**src/rtl/dds_ctrl_pkg.sv**
```systemverilog
// Shared types and helpers for the DDS front-panel tuning controller.
package dds_ctrl_pkg;

  typedef enum logic [1:0] {
    WAVE_SINE   = 2'd0,
    WAVE_SQUARE = 2'd1,
    WAVE_TRI    = 2'd2,
    WAVE_SAW    = 2'd3
  } wave_t;

  typedef enum logic [2:0] {
    IDLE, CW1, CW2, CW3, CCW1, CCW2, CCW3, ERR
  } quad_state_t;

  // Packed board-input vector: {Rot_A, Rot_B, BTN_step, BTN_mode[3:0]}
  localparam int NUM_IN   = 7;
  localparam int IN_ROT_A = 6;
  localparam int IN_ROT_B = 5;
  localparam int IN_STEP  = 4;
  localparam logic [NUM_IN-1:0] SYNC_RST = 7'b110_0000;

  function automatic logic [63:0] step_inc(input logic [2:0] idx, input int shift);
    return 64'd1 << (shift * int'(idx));
  endfunction

endpackage

```
**src/rtl/dds_tuning_ctrl_if.sv**
```systemverilog
// Board-side panel signals and DDS-side configuration outputs of the tuning controller.
interface dds_tuning_ctrl_if #(parameter int FTW_W = 32);
  logic [3:0]       input_BTN_mode;
  logic             input_BTN_step;
  logic             input_Rot_A;
  logic             input_Rot_B;
  logic [FTW_W-1:0] output_ftw;
  logic [1:0]       output_wave_sel;
  logic [2:0]       output_step_idx;
  logic             output_cfg_valid;

  modport master (
    output input_BTN_mode, input_BTN_step, input_Rot_A, input_Rot_B,
    input  output_ftw, output_wave_sel, output_step_idx, output_cfg_valid
  );

  modport slave (
    input  input_BTN_mode, input_BTN_step, input_Rot_A, input_Rot_B,
    output output_ftw, output_wave_sel, output_step_idx, output_cfg_valid
  );
endinterface

```
**src/rtl/dds_quad_decoder.sv**
```systemverilog
// Quadrature detent decoder: synchronised A/B in, one-cycle registered inc/dec pulse per full detent.
module dds_quad_decoder
  import dds_ctrl_pkg::*;
(
  input  logic clk_i,
  input  logic rst_ni,
  input  logic a_i,
  input  logic b_i,
  output logic inc_o,
  output logic dec_o
);

  quad_state_t state_q, state_d;
  logic        inc_d, dec_d, inc_q, dec_q;
  logic [1:0]  ab;

  assign ab = {a_i, b_i};

  always_ff @(posedge clk_i or negedge rst_ni) begin
    if (!rst_ni) begin
      state_q <= IDLE;
      inc_q   <= 1'b0;
      dec_q   <= 1'b0;
    end else begin
      state_q <= state_d;
      inc_q   <= inc_d;
      dec_q   <= dec_d;
    end
  end

  // Single-bit moves step forward/back along the detent; any two-bit jump is illegal.
  always_comb begin
    state_d = state_q;
    unique case (state_q)
      IDLE: case (ab)
        2'b01:   state_d = CW1;
        2'b10:   state_d = CCW1;
        2'b00:   state_d = ERR;
        default: state_d = IDLE;
      endcase
      CW1: case (ab)
        2'b00:   state_d = CW2;
        2'b11:   state_d = IDLE;
        2'b10:   state_d = ERR;
        default: state_d = CW1;
      endcase
      CW2: case (ab)
        2'b10:   state_d = CW3;
        2'b01:   state_d = CW1;
        2'b11:   state_d = ERR;
        default: state_d = CW2;
      endcase
      CW3: case (ab)
        2'b11:   state_d = IDLE;
        2'b00:   state_d = CW2;
        2'b01:   state_d = ERR;
        default: state_d = CW3;
      endcase
      CCW1: case (ab)
        2'b00:   state_d = CCW2;
        2'b11:   state_d = IDLE;
        2'b01:   state_d = ERR;
        default: state_d = CCW1;
      endcase
      CCW2: case (ab)
        2'b01:   state_d = CCW3;
        2'b10:   state_d = CCW1;
        2'b11:   state_d = ERR;
        default: state_d = CCW2;
      endcase
      CCW3: case (ab)
        2'b11:   state_d = IDLE;
        2'b00:   state_d = CCW2;
        2'b10:   state_d = ERR;
        default: state_d = CCW3;
      endcase
      ERR:     if (ab == 2'b11) state_d = IDLE;
      default: state_d = IDLE;
    endcase
  end

  always_comb begin
    inc_d = (state_q == CW3)  && (ab == 2'b11);
    dec_d = (state_q == CCW3) && (ab == 2'b11);
  end

  assign inc_o = inc_q;
  assign dec_o = dec_q;

endmodule

```
**src/rtl/dds_tuning_ctrl.sv**
```systemverilog
// DDS front-panel controller: encoder/buttons -> tuning word, step size, waveform select.
// Optional input debouncing is enabled by defining DDS_CTRL_DEBOUNCE_EN.
module dds_tuning_ctrl
  import dds_ctrl_pkg::*;
#(
  parameter int               FTW_W        = 32,
  parameter logic [FTW_W-1:0] FTW_INIT     = FTW_W'(159073),
  parameter logic [FTW_W-1:0] FTW_MIN      = FTW_W'(1),
  parameter logic [FTW_W-1:0] FTW_MAX      = {1'b0, {(FTW_W-1){1'b1}}},
  parameter int               STEP_LEVELS  = 8,
  parameter int               STEP_SHIFT   = 2,
  parameter int               DEBOUNCE_CYC = 270
) (
  input logic              input_clk_27M,
  input logic              input_RESET_n,
  dds_tuning_ctrl_if.slave bus
);

`ifdef DDS_CTRL_DEBOUNCE_EN
  localparam bit DB_EN = 1'b1;
`else
  localparam bit DB_EN = 1'b0;
`endif

  logic [NUM_IN-1:0] raw, sync1_q, sync2_q, clean;

  assign raw = {bus.input_Rot_A, bus.input_Rot_B, bus.input_BTN_step, bus.input_BTN_mode};

  always_ff @(posedge input_clk_27M or negedge input_RESET_n) begin
    if (!input_RESET_n) begin
      sync1_q <= SYNC_RST;
      sync2_q <= SYNC_RST;
    end else begin
      sync1_q <= raw;
      sync2_q <= sync1_q;
    end
  end

  // Debouncer flips its output after DEBOUNCE_CYC consecutive samples that disagree with it.
  generate
    if (DB_EN) begin : g_db_on
      localparam int CNT_W = $clog2(DEBOUNCE_CYC + 1);
      for (genvar i = 0; i < NUM_IN; i++) begin : g_bit
        logic [CNT_W-1:0] cnt_q;
        logic             db_q;
        always_ff @(posedge input_clk_27M or negedge input_RESET_n) begin
          if (!input_RESET_n) begin
            cnt_q <= '0;
            db_q  <= SYNC_RST[i];
          end else if (sync2_q[i] == db_q) begin
            cnt_q <= '0;
          end else if (cnt_q == CNT_W'(DEBOUNCE_CYC - 1)) begin
            cnt_q <= '0;
            db_q  <= sync2_q[i];
          end else begin
            cnt_q <= cnt_q + 1'b1;
          end
        end
        assign clean[i] = db_q;
      end
    end else begin : g_db_off
      assign clean = sync2_q;
    end
  endgenerate

  logic inc_evt, dec_evt;

  dds_quad_decoder u_quad (
    .clk_i  (input_clk_27M),
    .rst_ni (input_RESET_n),
    .a_i    (clean[IN_ROT_A]),
    .b_i    (clean[IN_ROT_B]),
    .inc_o  (inc_evt),
    .dec_o  (dec_evt)
  );

  // Button events are registered so they line up with the decoder's registered pulses.
  logic [IN_STEP:0] btn_prev_q;
  logic             step_evt_q;
  logic [3:0]       mode_rise_q;

  always_ff @(posedge input_clk_27M or negedge input_RESET_n) begin
    if (!input_RESET_n) begin
      btn_prev_q  <= '0;
      step_evt_q  <= 1'b0;
      mode_rise_q <= '0;
    end else begin
      btn_prev_q  <= clean[IN_STEP:0];
      step_evt_q  <= clean[IN_STEP] & ~btn_prev_q[IN_STEP];
      mode_rise_q <= clean[3:0] & ~btn_prev_q[3:0];
    end
  end

  logic [FTW_W-1:0] ftw_q, ftw_d;
  logic [2:0]       step_q, step_d;
  wave_t            wave_q, wave_d;
  logic             cfg_valid_q, cfg_valid_d;
  logic [FTW_W:0]   inc_x, sum_x, diff_x;

  localparam logic [FTW_W:0] MIN_X = {1'b0, FTW_MIN};
  localparam logic [FTW_W:0] MAX_X = {1'b0, FTW_MAX};

  // Extra top bit catches overflow on add and borrow on subtract before clamping.
  always_comb begin
    inc_x  = (FTW_W+1)'(step_inc(step_q, STEP_SHIFT));
    sum_x  = {1'b0, ftw_q} + inc_x;
    diff_x = {1'b0, ftw_q} - inc_x;

    ftw_d = ftw_q;
    if (inc_evt)
      ftw_d = (sum_x > MAX_X) ? FTW_MAX : sum_x[FTW_W-1:0];
    else if (dec_evt)
      ftw_d = (diff_x[FTW_W] || diff_x < MIN_X) ? FTW_MIN : diff_x[FTW_W-1:0];

    step_d = step_q;
    if (step_evt_q)
      step_d = (step_q == 3'(STEP_LEVELS - 1)) ? 3'd0 : step_q + 3'd1;

    wave_d = wave_q;
    for (int k = 3; k >= 0; k--)
      if (mode_rise_q[k]) wave_d = wave_t'(k[1:0]);

    cfg_valid_d = (ftw_d != ftw_q) || (step_d != step_q) || (wave_d != wave_q);
  end

  always_ff @(posedge input_clk_27M or negedge input_RESET_n) begin
    if (!input_RESET_n) begin
      ftw_q       <= FTW_INIT;
      step_q      <= 3'd0;
      wave_q      <= WAVE_SINE;
      cfg_valid_q <= 1'b0;
    end else begin
      ftw_q       <= ftw_d;
      step_q      <= step_d;
      wave_q      <= wave_d;
      cfg_valid_q <= cfg_valid_d;
    end
  end

  assign bus.output_ftw       = ftw_q;
  assign bus.output_step_idx  = step_q;
  assign bus.output_wave_sel  = wave_q;
  assign bus.output_cfg_valid = cfg_valid_q;

endmodule

```
**src/flat_wrapper.sv**
```systemverilog
// flat-port wrapper written by rule: the top's interface ports become plain ports
module dds_tuning_ctrl_flat import dds_ctrl_pkg::*;
#(
  parameter int               FTW_W        = 32,
  parameter logic [FTW_W-1:0] FTW_INIT     = FTW_W'(159073),
  parameter logic [FTW_W-1:0] FTW_MIN      = FTW_W'(1),
  parameter logic [FTW_W-1:0] FTW_MAX      = {1'b0, {(FTW_W-1){1'b1}}},
  parameter int               STEP_LEVELS  = 8,
  parameter int               STEP_SHIFT   = 2,
  parameter int               DEBOUNCE_CYC = 270
)
  (input_clk_27M, input_RESET_n, bus_input_BTN_mode, bus_input_BTN_step, bus_input_Rot_A, bus_input_Rot_B, bus_output_ftw, bus_output_wave_sel, bus_output_step_idx, bus_output_cfg_valid);
  dds_tuning_ctrl_if #(.FTW_W(FTW_W)) bus_i ();
  input logic input_clk_27M;
  input logic input_RESET_n;
  input wire logic [$bits(bus_i.input_BTN_mode)-1:0] bus_input_BTN_mode;
  input wire logic [$bits(bus_i.input_BTN_step)-1:0] bus_input_BTN_step;
  input wire logic [$bits(bus_i.input_Rot_A)-1:0] bus_input_Rot_A;
  input wire logic [$bits(bus_i.input_Rot_B)-1:0] bus_input_Rot_B;
  output wire logic [$bits(bus_i.output_ftw)-1:0] bus_output_ftw;
  output wire logic [$bits(bus_i.output_wave_sel)-1:0] bus_output_wave_sel;
  output wire logic [$bits(bus_i.output_step_idx)-1:0] bus_output_step_idx;
  output wire logic [$bits(bus_i.output_cfg_valid)-1:0] bus_output_cfg_valid;
  assign bus_i.input_BTN_mode = bus_input_BTN_mode;
  assign bus_i.input_BTN_step = bus_input_BTN_step;
  assign bus_i.input_Rot_A = bus_input_Rot_A;
  assign bus_i.input_Rot_B = bus_input_Rot_B;
  assign bus_output_ftw = bus_i.output_ftw;
  assign bus_output_wave_sel = bus_i.output_wave_sel;
  assign bus_output_step_idx = bus_i.output_step_idx;
  assign bus_output_cfg_valid = bus_i.output_cfg_valid;
  dds_tuning_ctrl #(.FTW_W(FTW_W), .FTW_INIT(FTW_INIT), .FTW_MIN(FTW_MIN), .FTW_MAX(FTW_MAX), .STEP_LEVELS(STEP_LEVELS), .STEP_SHIFT(STEP_SHIFT), .DEBOUNCE_CYC(DEBOUNCE_CYC)) u_core (.input_clk_27M(input_clk_27M), .input_RESET_n(input_RESET_n), .bus(bus_i));
endmodule
```
**config.mk**
```make
export PLATFORM = sky130hd
export DESIGN_NAME = dds_tuning_ctrl_flat
export DESIGN_NICKNAME = d
export VERILOG_FILES = /design/src/rtl/dds_ctrl_pkg.sv /design/src/rtl/dds_tuning_ctrl_if.sv /design/src/rtl/dds_quad_decoder.sv /design/src/rtl/dds_tuning_ctrl.sv /design/src/flat_wrapper.sv
export SDC_FILE = /design/constraint.sdc
export NUM_CORES = 1
export LEC_CHECK = 0
export ABC_AREA = 0
export CAP_MARGIN = 15
export CORE_ASPECT_RATIO = 2
export CORE_MARGIN = 1.5
export CORE_UTILIZATION = 25
export DETAILED_ROUTE_END_ITERATION = 8
export PLACE_DENSITY = 0.39
export SETUP_SLACK_MARGIN = 0.3
export SYNTH_ARGS = -nofsm -noshare
export SYNTH_HDL_FRONTEND = slang
export SYNTH_SLANG_ARGS = --single-unit
```
**constraint.sdc**
```tcl
create_clock -name input_clk_27M -period 4.7 [get_ports input_clk_27M]
set_clock_uncertainty 0.15 [all_clocks]
set_input_delay 1.41 -clock input_clk_27M [delete_from_list [all_inputs] [get_ports input_clk_27M]]
set_output_delay 1.41 -clock input_clk_27M [all_outputs]
set_load 0.03 [all_outputs]
```
======== Word level (Yosys, flattened, before mapping) ========
Cells that the tools add are included.
operators by class
  bitwise gates (word level) .............. 4
  equality and inequality tests ........... 15
  muxes and demuxes ....................... 19
  add/subtract/negate cells ............... 3
  shift operators ......................... 1
  reduce and logical (&&, ||, !) cells .... 7
  $lt $le $gt $ge ......................... 2
operator list
  operator                                                         count
  two-way mux 32 bit                                               4
  one-hot mux 3 bit (3 select lines)                               6
  adder 32 x 33 -> 33 bit                                          1
  greater-than comparator 33 x 31 -> 1 bit, second input constant  1
  less-than comparator 33 x 1 -> 1 bit, second input constant      1
  << shifter 1 x 4 -> 33 bit, first input constant                 1
  subtractor 32 x 33 -> 33 bit                                     1
  != test 32 bit                                                   1
  one-hot mux 3 bit (8 select lines)                               1
  equality test 3 bit, second input constant                       5
  two-way mux 3 bit                                                3
  two-way mux 2 bit                                                4
  equality test 3 x 2 -> 1 bit, second input constant              2
  one-hot mux 2 bit (3 select lines)                               1
  bitwise AND 4 bit                                                1
  equality test 2 bit, second input constant                       2
  inverter 4 bit                                                   1
  adder 3 x 1 -> 3 bit, second input constant                      1
  equality test 3 x 1 -> 1 bit, second input constant              1
  zero test 3 bit                                                  1
  logical OR 1 bit                                                 3
  != test 3 bit                                                    1
  equality test 2 x 1 -> 1 bit, second input constant              1
  logical AND 1 bit                                                2
  5 further kinds                                                  5
word-level totals
  bits in registers ....................... 67
  word-level logic and storage cells ...... 63
  output and inout port bits .............. 38
  input bits .............................. 9

======== Logic depth before layout (Yosys ltp) ========
  word-level depth ........................ 10
  depth in mapped cells ................... 18
  mapped depth without buffers ............ 16

======== Cells and area by module ========
A second synthesis with hierarchy kept.
unflattened totals
  cells, all modules ...................... 787
  area total of the unflattened synthesis .. 6194.7 um^2
by module, submodules not included
  module            seq. area each (um^2)  times used  area an instance (um^2)  cells an instance
  dds_tuning_ctrl   1567.8                 1           5721.7                   739
  dds_quad_decoder  125.1                  1           473.0                    48

======== Least setup slack after synthesis ========
Ideal clock, no wire load.
  kind .................................... input -> register
  start ................................... input port u_core.bus.output_step_idx[1]
  end ..................................... register u_core.cfg_valid_q (netlist: u_core.bus.output_cfg_valid)
  data arrival time ....................... 4.469 ns
  path buffers ............................ 3
  stages .................................. 19
  data required time ...................... 4.411 ns
  setup slack ............................. -0.058 ns
  setup time .............................. 0.139 ns
  cell sequence ........................... dfrtp_1 ha_1 ha_1 inv_1 ha_1 buf_2 nor2b_1 o22ai_1 or3b_1 a21oi_2 mux2i_1 clkbuf_1 buf_1 nor2_1 a2111oi_0 nand4_1 a2111oi_0 nand4_1 or4_1
on the way
  longest elaborated chain between the ends .. 10
  elaborated cells between the ends (all ways) .. 18
  those cells by class .................... 3 x add/sub; 2 x order compare; 3 x eq/ne; 1 x shift; 6 x mux; 3 x reduce/logical
RTL lines
  item                                  RTL line                  RTL
  start: declaration                    dds_tuning_ctrl_if.sv:19  output output_ftw, output_wave_sel, output_step_idx, output_cfg_valid
  << shifter 1 x 4 -> 33 bit            dds_ctrl_pkg.sv:23        return 64'd1 << (shift * int'(idx));
  subtractor 32 x 33 -> 33 bit          dds_tuning_ctrl.sv:107    diff_x = {1'b0, ftw_q} - inc_x;
  less-than comparator 33 x 1 -> 1 bit  dds_tuning_ctrl.sv:113    ftw_d = (diff_x[FTW_W] || diff_x < MIN_X) ? FTW_MIN : diff_x[FTW_W-1:0];
  logical OR 1 bit                      dds_tuning_ctrl.sv:113
  two-way mux 32 bit                    dds_tuning_ctrl.sv:113
  two-way mux 32 bit                    dds_tuning_ctrl.sv:112    else if (dec_evt)
  two-way mux 32 bit                    dds_tuning_ctrl.sv:110    if (inc_evt)
  != test 32 bit                        dds_tuning_ctrl.sv:123    cfg_valid_d = (ftw_d != ftw_q) || (step_d != step_q) || (wave_d != wave_q);
  logical OR 1 bit (*) (2 in a row)     dds_tuning_ctrl.sv:123
  named net u_core.cfg_valid_d          dds_tuning_ctrl.sv:97     logic cfg_valid_q, cfg_valid_d;
  end signal: assignment                dds_tuning_ctrl.sv:136    cfg_valid_q <= cfg_valid_d;
  end: declaration                      dds_tuning_ctrl.sv:97
The timed path passes the listed nets; every way through them passes the cells marked *.
A chain may end at the register's enable or synchronous reset.

======== Final worst setup path ========
  start ................................... input port u_core.bus.output_step_idx[0]
  end ..................................... register u_core.cfg_valid_q (netlist: u_core.bus.output_cfg_valid)
Same word-level chain as after synthesis.

==> out/qor.csv <==
metric,value,unit
clockPowerShare,8.8,%
synth_seq_cells,67,
dieArea,26600,um^2
ant_nets,0,
start_util,25.5,%
reg2reg_slack,40,ps
diodes,0,
netlist_top_cells_area,"dfrtp_1, ha_1, a21oi_1, dfstp_2, nor2_1",
drtIter0Drc,461,
crit_chain,ha_4 -> buf_4 -> ha_4 -> inv_4 -> ha_4 -> nor4bb_4 -> buf_4 -> o21a_1 -> or3_4 -> buf_6 -> o31a_4 -> buf_6 -> a31oi_4 -> a221oi_4 -> a2111oi_4 -> buf_4 -> nand4_1 -> a2111oi_2 -> nand4_1 -> or4_1,
power.total,8150,uW
clock-sinks,67,
power_frac_seq,13.0,%
switching_power,4170,uW
async_flop_share,100,%
cts_buffer_depth,2,
min_from,u_core.sync1_q[2],
die_height,229,um
viasPerCell,5.56,
die_x,116,um
vdd_ir_drop_max,0.000285,V
vias,7956,
yosysMostFrequentCell,nor2_1,
critical_path_required,4800,ps
synth_area,6390,um^2
synth_cell_type_count,81,
maxCapViolations,0,
drc_errors,0,
ys.flop_type,dfrtp_1,
antenna_found_initial,0,
p_per_area,795,nW/um^2
grt_pass1_vias,8374,
drt_wl_total,38400,um
critPathBufInv,6,
cts_buffers,9,
p_leak,0.00417,uW
r2r-end,u_core.bus.output_cfg_valid,
gp_congestion,1.02,
period_share,99.2,%
hold_class,register to register,
wl_met2,20100,um
crit_type,register to register,
final_hold_viol_count,0,
critPathMaxStageDelay,450,ps
multiInputGateArea,5070,um^2
met1_length,12400,um
grt_max_degree,68,
slowest_stage,dfrtp_2,
finalSetupViolCount,0,
grt_use_total,29.8,%
cts.clk_slew.worst_paths,80,ps
postLayoutSetupSlackWorst,36.0,ps
fin_nets,1130,
grt-ovfl-total,0,
area_growth,60.5,%
top_layer,met4,
hold_slack,199,ps
slew_violations,0,
syn_avg_cell_area,7.82,um^2
fin_util,40.9,%
port_buffers,46,
rr_startpoint,u_core.bus.output_step_idx[0],
cts_hold_buffers,0,
hpwl,30000,um
p_int,3980,uW
synthTopCellsByCount,"nor2_1, a21oi_1, nand2_1, dfrtp_1, o21ai_0",
reg2regPathDepth,20,
critical_path.top_delay_family,compound AO/OA/AOI/OAI gates,
p_comb_share,78.2,%
rows,82,
worst_setup_path_start_kind,register,
postSynthCellCount,817,
wl_per_cell,26.8,um
pre_cts_slack,-582,ps
holdPathStages,0,
clock_latency,390,ps
grt_pass1_wl,55400,um
seq_area_frac_synth,26.5,%
synth_edf_count,0,
crit_path_end_kind,register,
synth_top_area_share,21.2,%
yosys_warnings,0,
cts_tree,yes,
coreArea,25000,um^2
n_fill_cell,2617,
ioPinCount,47,
root_buffer,clkbuf_16,
holdPathEnd,u_core.clean[2],
cp_max_fo,4,
seqCellArea,1700,um^2
yosysTopAreaCell,dfrtp_1,
drive_gt1_share,38.3,%
arrival,4760,ps
switching_share,51.2,%
first_pass_iters,4,
cts-htree-levels,3,
fmax,0.214,GHz
slew_headroom,36.8,%
syn_nets,857,
run_status,completed,
wl_met3,1270,um
tightest_slew,949,ps
rsz0062_at_grt,true,
fin_crit,4660,ps
-- what timing repair did --
item | in CTS | in global routing
endpoints found under the setup margin | 11 | 10
pin swaps | 54 | 16
resized for setup | 119 | 15
setup buffers | 36 | 7
-- flip-flops by register name, summed over array words and instances, names as in the netlist --
name and count:
u_core.bus.output_ftw 32, u_core.clean 7, u_core.sync1_q 7, u_core.btn_prev_q 5, u_core.mode_rise_q 4, u_core.bus.output_step_idx 3
u_core.u_quad.state_q 3, u_core.bus.output_wave_sel 2, u_core.bus.output_cfg_valid 1, u_core.step_evt_q 1, u_core.u_quad.dec_o 1, u_core.u_quad.inc_o 1
-- worst register-to-register path, stage by stage (launching register included) --
cell and delay [ps]:
dfrtp_2 450, ha_4 170, buf_4 130, ha_4 170, inv_4 60, ha_4 200, nor4bb_4 150, buf_4 160
o21a_1 130, or3_4 390, buf_6 140, o31a_4 300, buf_6 130, a31oi_4 210, a221oi_4 120, a2111oi_4 350
buf_4 160, nand4_1 110, a2111oi_2 310, nand4_1 130, or4_1 410
-- stage by stage --
stage               instance area (um^2)  instances  setup TNS (ps)
floorplan                           6540        817               0
global placement                    8930       1372            -879
detailed placement                  8930       1372            -750
CTS                                10100       1424               0
global route                       10200       1431            -155
finish                             10200       1431               0
-- area by class of cell --
cell class                      instances  area share (%)
Multi-Input combinational cell        658            49.4
Timing Repair Buffer                  318            25.6
Sequential cell                        67            16.6
Tap cell                              336            4.10
Clock buffer                            9            2.20
Inverter                               36            1.34
Clock inverter                          7           0.745
-- worst max path at each step --
stage | startpoint | end | slack [ps] | cells after the start
3_3_place_gp | u_core.bus.output_step_idx[1] | u_core.bus.output_cfg_valid | -510 | 17
2_1_floorplan | u_core.bus.output_step_idx[1] | u_core.bus.output_cfg_valid | 300 | 16
4_1_cts | u_core.bus.output_step_idx[1] | u_core.bus.output_cfg_valid | 100 | 18
6_report | u_core.bus.output_step_idx[0] | u_core.bus.output_cfg_valid | 40 | 20
5_1_grt | u_core.bus.output_step_idx[0] | u_core.bus.output_cfg_valid | -160 | 21
3_5_place_dp | u_core.bus.output_step_idx[1] | u_core.bus.output_cfg_valid | -580 | 17
-- power by group through the flow --
stage               combinational, uW  clock, uW  sequential, uW
finish                           6370        718            1060
floorplan                        2390          0            1210
global route                     6670        767            1080
global placement                 5480          0            1050
detailed placement               5420          0            1050
CTS                              6130        749            1060
-- placed cells by master, fill, tap and decap left out, drive strengths merged, types with 7 or more instances in the layout --
master / Yosys / routed
o211ai: 10 / 10
a211o: 9 / 9
a21o: 8 / 8
xor2: 15 / 15
or4: 7 / 7
o21ai: 56 / 56
clkdlybuf4s50: 0 / 45
or3: 11 / 11
xnor2: 24 / 24
nor3b: 7 / 7
dfrtp: 54 / 54
clkbuf: 38 / 9
inv: 36 / 42
nand4: 16 / 16
nor2b: 16 / 16
nand2: 64 / 64
a221oi: 7 / 7
dfstp: 13 / 13
nor3: 26 / 26
buf: 18 / 273
a2111oi: 8 / 8
o31ai: 8 / 8
nor4: 13 / 13
and3: 8 / 8
o21a: 8 / 8
nand2b: 11 / 11
ha: 31 / 31
nor2: 71 / 71
nand3: 17 / 17
a211oi: 11 / 11
a21oi: 72 / 72
-- per-layer routing --
layer	vias up	track usage (%)
met1	3906	27.6
li1	3611	-
met3	159	3.94
met5	-	0
met2	280	52.8
met4	0	30.3
-- logic make-up (layout without fill, tap and decap cells) --
logic type	Yosys count	count (layout)	synth area share [%]
and+or+nand+nor	308	308	25.9
AOI/OAI and AO/OA	273	273	29.2
buffers and inverters	92	370	5.82
DFF	67	67	26.5
xor gates and xnor gates	39	39	5.35
adders and majority gates	31	31	6.07
muxes	7	7	1.12
No activity file was read; power rests on OpenSTA's default activity.
